`config.mk`:
```
export PLATFORM = sky130hd
export DESIGN_NAME = spi_master
export DESIGN_NICKNAME = d
export VERILOG_FILES = /design/src/rtl/spi_master.sv
export SDC_FILE = /design/constraint.sdc
export NUM_CORES = 1
export LEC_CHECK = 0
export ABC_CLOCK_PERIOD_IN_PS = 2690
export CAP_MARGIN = 20
export CORE_ASPECT_RATIO = 1.4
export CORE_UTILIZATION = 50
export DETAILED_ROUTE_END_ITERATION = 12
export PLACE_DENSITY_LB_ADDON = 0.1
export SYNTH_ARGS = -nofsm -noshare
export SYNTH_HDL_FRONTEND = slang
export SYNTH_SLANG_ARGS = --single-unit
```
`constraint.sdc`:
```
create_clock -name clk -period 2.69 [get_ports clk]
set_input_delay 0.538 -clock clk [delete_from_list [all_inputs] [get_ports clk]]
set_output_delay 0.538 -clock clk [all_outputs]
set_load 0.02 [all_outputs]
```
`src/rtl/spi_master.sv`:
```
// spi_master: word-level SPI master, one WIDTH-bit word per tx handshake, received word on rx valid/ready port
// ports: clk/rst_n (sync, active-low); i_tx_* / o_tx_ready word in; o_rx_* / i_rx_ready word out; o_busy; o_spi_* / i_spi_miso bus
module spi_master #(
  parameter int CPOL    = 0,
  parameter int CPHA    = 0,
  parameter int FSB     = 1,
  parameter int WIDTH   = 8,
  parameter int CLK_DIV = 4
) (
  input  logic             clk,
  input  logic             rst_n,
  input  logic             i_tx_valid,
  output logic             o_tx_ready,
  input  logic [WIDTH-1:0] i_tx_data,
  output logic             o_rx_valid,
  input  logic             i_rx_ready,
  output logic [WIDTH-1:0] o_rx_data,
  output logic             o_busy,
  output logic             o_spi_sclk,
  output logic             o_spi_ss_n,
  output logic             o_spi_mosi,
  input  logic             i_spi_miso
);
  localparam int DW = $clog2(CLK_DIV);
  localparam int IW = $clog2(WIDTH);
  localparam int EW = IW + 1;
  localparam logic [2:0] S_IDLE  = 3'd0;
  localparam logic [2:0] S_SETUP = 3'd1;
  localparam logic [2:0] S_XFER  = 3'd2;
  localparam logic [2:0] S_HOLD  = 3'd3;
  localparam logic [2:0] S_GAP   = 3'd4;
  logic [2:0]       r_state;
  logic [DW-1:0]    r_div;
  logic [EW-1:0]    r_edge;
  logic [WIDTH-1:0] r_tx;
  logic [WIDTH-1:0] r_rx;
  logic             w_tick;
  logic             w_lead;
  logic             w_last;
  logic             w_smp;
  logic             w_drv;
  logic [IW-1:0]    w_sidx;
  logic [IW-1:0]    w_didx;
  logic [IW-1:0]    w_spos;
  logic [IW-1:0]    w_dpos;
  assign o_busy     = r_state != S_IDLE;
  assign o_tx_ready = (r_state == S_IDLE) && !o_rx_valid;
  assign w_tick     = r_div == DW'(CLK_DIV - 1);
  assign w_lead     = !r_edge[0];
  assign w_last     = r_edge == EW'(2 * WIDTH - 1);
  // wire-order bit index: sampling uses e/2; CPHA=0 drives the next bit on the trailing edge
  assign w_sidx     = r_edge[EW-1:1];
  assign w_didx     = (CPHA != 0) ? w_sidx : w_sidx + IW'(1);
  assign w_spos     = (FSB != 0) ? IW'(WIDTH - 1) - w_sidx : w_sidx;
  assign w_dpos     = (FSB != 0) ? IW'(WIDTH - 1) - w_didx : w_didx;
  assign w_smp      = (r_state == S_XFER) && w_tick && (w_lead ^ (CPHA != 0));
  assign w_drv      = (r_state == S_XFER) && w_tick && ((CPHA != 0) ? w_lead : !w_lead && !w_last);
  always_ff @(posedge clk) begin
    if (!rst_n) begin
      r_state    <= S_IDLE;
      r_div      <= '0;
      r_edge     <= '0;
      r_tx       <= '0;
      r_rx       <= '0;
      o_rx_valid <= 1'b0;
      o_rx_data  <= '0;
      o_spi_sclk <= 1'(CPOL);
      o_spi_ss_n <= 1'b1;
      o_spi_mosi <= 1'b0;
    end else begin
      if (o_rx_valid && i_rx_ready) o_rx_valid <= 1'b0;
      r_div <= (r_state == S_IDLE || w_tick) ? '0 : r_div + DW'(1);
      if (w_smp) r_rx[w_spos] <= i_spi_miso;
      if (w_drv) o_spi_mosi <= r_tx[w_dpos];
      case (r_state)
        S_IDLE: if (i_tx_valid && o_tx_ready) begin
          r_tx       <= i_tx_data;
          o_spi_ss_n <= 1'b0;
          o_spi_mosi <= (FSB != 0) ? i_tx_data[WIDTH-1] : i_tx_data[0];
          r_state    <= S_SETUP;
        end
        S_SETUP: if (w_tick) begin
          r_edge  <= '0;
          r_state <= S_XFER;
        end
        S_XFER: if (w_tick) begin
          o_spi_sclk <= !o_spi_sclk;
          r_edge     <= w_last ? '0 : r_edge + EW'(1);
          if (w_last) r_state <= S_HOLD;
        end
        S_HOLD: if (w_tick) begin
          o_spi_ss_n <= 1'b1;
          o_rx_data  <= r_rx;
          o_rx_valid <= 1'b1;
          r_state    <= S_GAP;
        end
        S_GAP: if (w_tick) r_state <= S_IDLE;
        default: r_state <= S_IDLE;
      endcase
    end
  end
endmodule

```
==> results of run 1 <==
-- power by group through the flow --
stage | logic [W] | clock network (W) | registers, W
2_1_floorplan | 0.0000486 | 0 | 0.000580
3_3_place_gp | 0.0000791 | 0 | 0.000581
3_5_place_dp | 0.0000811 | 0 | 0.000582
4_1_cts | 0.0000814 | 0.000436 | 0.000570
5_1_grt | 0.0000885 | 0.000457 | 0.000571
6_report | 0.0000802 | 0.000420 | 0.000570
-- stage by stage --
stage / worst slack [ns] / std cells / hold WS [ns] / util / area, um^2
6_report: 0.280 / 249 / 0.442 / 0.632 / 2120
5_1_grt: 0.203 / 249 / 0.474 / 0.632 / 2120
4_1_cts: 0.278 / 249 / 0.455 / 0.632 / 2120
3_5_place_dp: 0.603 / 241 / 0.445 / 0.602 / 2010
3_3_place_gp: 0.648 / 241 / 0.415 / 0.602 / 2010
2_1_floorplan: 0.889 / 186 / 0.406 / - / 1750
-- final cells by class --
type / count / area [um^2] / share of cell area
clock inverters: 1 / 5.00 / 0.00237
well taps: 40 / 50.0 / 0.0237
clock buffers: 7 / 96.3 / 0.0455
inverters: 1 / 3.75 / 0.00177
flip-flops and latches: 37 / 741 / 0.350
multi-input cells: 135 / 945 / 0.446
repair buffers: 28 / 275 / 0.130
-- flip-flops by register name, indices dropped and copies added (netlist names) --
name and count:
o_spi_ss_n 1, r_div 2, o_spi_mosi 1, o_rx_data 8, r_edge 4, o_rx_valid 1
r_tx 8, r_rx 8, r_state 3, o_spi_sclk 1
-- layer usage --
layer,share of wire,vias up,track usage
met4,0.016,0,0.0721
met3,0.037,7,0.0545
li1,-,689,-
met5,0,-,0
met1,0.46,627,0.215
met2,0.49,23,0.342
-- layout by cell type, fill, tap and decap left out, types with 2 or more instances in the layout --
cell type	Yosys	layout
dfxtp_1	37	37
mux2i_1	8	8
nand2b_1	5	5
xnor2_1	2	2
clkbuf_8	0	7
nor4_1	2	2
or3_1	2	2
a21oi_1	2	2
buf_4	1	2
and3_1	2	2
a21boi_0	18	18
a21boi_1	3	3
nand3_1	2	2
nor4b_2	3	3
mux4_2	2	2
nor4b_1	2	2
nand2_1	37	37
nor2b_1	9	9
and4b_1	2	2
clkdlybuf4s50_1	0	26
o21ai_0	3	3
nor4bb_1	2	2
ha_1	4	4
nor2_1	8	8
-- worst paths after layout --
check                             endpoint       start
worst max register to register  o_spi_mosi   r_edge[2]
worst min-delay path              r_div[0]    r_div[0]
worst max-delay path            o_tx_ready  r_state[0]
worst min register to register    r_div[0]    r_div[0]
-- cell families after synthesis --
kind of cell    Yosys count
buf+inv                  14
xor+xnor                  4
fa+ha+maj                 4
flops                    37
mux                      11
compound gates           30
simple gates             86
-- worst register-to-register path, cell delays in order, from the launching register on --
cell      delay, ns
dfxtp_1        0.56
ha_1           0.34
mux4_2         0.42
mux2_2         0.28
o211ai_1       0.15
a21boi_1       0.08
==> summary.txt, run 1 <==
Status
  – Status: completed

Clocking
  – Longest Clk Path Bufs: 2
  – CTS root buffer: clkbuf_8
  – TritonCTS Buffers: 5
  – Postcts setup bufs: 0
  – CTS Hold Buffers Added: 0
  – H-tree depth: 2
  – Post_cts resized: 0
  – Clk slew on worst S/H paths: 0.07 ns
  – Worst-skew pair later-pin latency: 0.28 ns
  – Clock sink count: 37
  – CTS tree: built

Setup path
  – Cell family with most CP delay: buffers and inverters
  – R2R depth: 5
  – Crit Path Category: flop to output pin
  – CP max-delay cell: clkdlybuf4s50_1
  – CP Depth: 3
  – Largest fanout on the critical path: 11
  – CP required: between 2 and 2.5 ns
  – CP bufs+invs: 1
  – R2R Setup Slk: 0.75 ns
  – Crit end category: output pin
  – Crit path DAT: 1.87 ns
  – Worst setup SP type: flop
  – Critical Path Max Stage Delay: roughly 0.6 ns
  – Cell Chain, Critical Path: or3_1 -> nor2_1 -> clkdlybuf4s50_1

Drt
  – Pre-Repair DR Iteration Count: 4
  – DRT antenna net count: 0
  – DRT iter0 DRCs: 42
  – Total number of vias: around 1300
  – Detailed-route wire length per cell: 12.8 um
  – DRT Wirelength: around 3.2 mm
  – Vias/cell: approximately 5.4
  – DRC errors left: 0

GRT
  – Vias in the first global route: 1270
  – Initial antenna violation count: 0
  – Pin count of the biggest net entering global routing: 24
  – GR Util All Layers: 0.194
  – Global route overflow: 0
  – First-pass GRT wire length: 5.44 mm

Synthesis
  – Avg Cell Area, Syn: 9.42 um^2
  – Simple-Gate Fraction of Synth Area: 0.285
  – Post-synthesis mux area share: 0.0779
  – Dominant cell type by area after synthesis: dfxtp_1
  – Post-synthesis register bit count: 37
  – Yosys top cell area share: 0.423
  – Post-synth net total: 203
  – Sequential area share after synthesis: 0.423
  – Ys Warns: 0
  – Cell area after synthesis: ~1800 um^2
  – Fraction of the mapped netlist area in adder cells: 0.0286
  – Top_reg_cell synth: dfxtp_1
  – Synth Area in Compound Gates: 0.124
  – Top post-synthesis cells by area: dfxtp_1, nand2_1, a21boi_0, mux2i_1, nor2b_1
  – EDFF count, synth: 0
  – Xor/xnor share of the synthesized area: 0.0243
  – Largest family of logic cells by synthesized area: simple AND/OR/NAND/NOR gates
  – Post-synthesis cell count: 186
  – Top cells by count, synth: dfxtp_1, nand2_1, a21boi_0, nor2b_1
  – Ys async rst share: 0
  – Cell variety after synth: 44

Pwr
  – Sequential share of power: 0.533
  – Pint: 0.000837 W
  – Sw frac: 0.218
  – LEAKAGE: 0.731 nW
  – VDD IR-drop max: 0.346 mV
  – Clock power frac: 0.392
  – Tot Pwr: 0.00107 W
  – Pwr Density: just over 500 nW/um^2
  – Sw Pwr: around 0.00023 W
  – Combinational Power Share: 0.075

STA
  – # setup viols final: 0
  – Setup Skew: 0.00200 ns
  – Max Slew Vio Count: 0
  – Period utilisation layout: 0.896
  – Setup Total Neg Slack: 0 ns
  – Final Hold Viols: 0
  – Max_slew headroom: 0.531
  – Fmax: 415 MHz
  – Worst-margin pin slew: 0.702 ns
  – RSZ-0062 raised after global routing: false
  – Tmin final: roughly 2.4 ns

Placement
  – Detailed Place HPWL: 2.26 mm
  – Port buffer count: 26
  – RePlAce Congestion: 0.744

Finish
  – Fin nets: 225
  – Layout cells sized above 1: 0.0957
  – Fillers: 294
  – Area grow syn2layout: 20.8%
  – Number of diodes: 0

Die
  – DIE HEIGHT: 72.0 um
  – Top Ports: 27
  – Die X: about 52 um
  – Rows: 25
  – Initial core utilization: 0.523
  – Core ar.: 3350 um^2
  – Die Area: 3750 um^2

Flow run
  – Max cap viols: 0

Min path
  – Worst Hold Depth: 1
  – Hold Path Class: flop to flop
(Power assumes the default switching activity.)
==> run 2, diff against run 1 <==
Settings changed: CTS_CLUSTER_DIAMETER from default to 200.
==> results of run 2 <==
The final DEF is identical to that of run 1; final timing and power are the same.
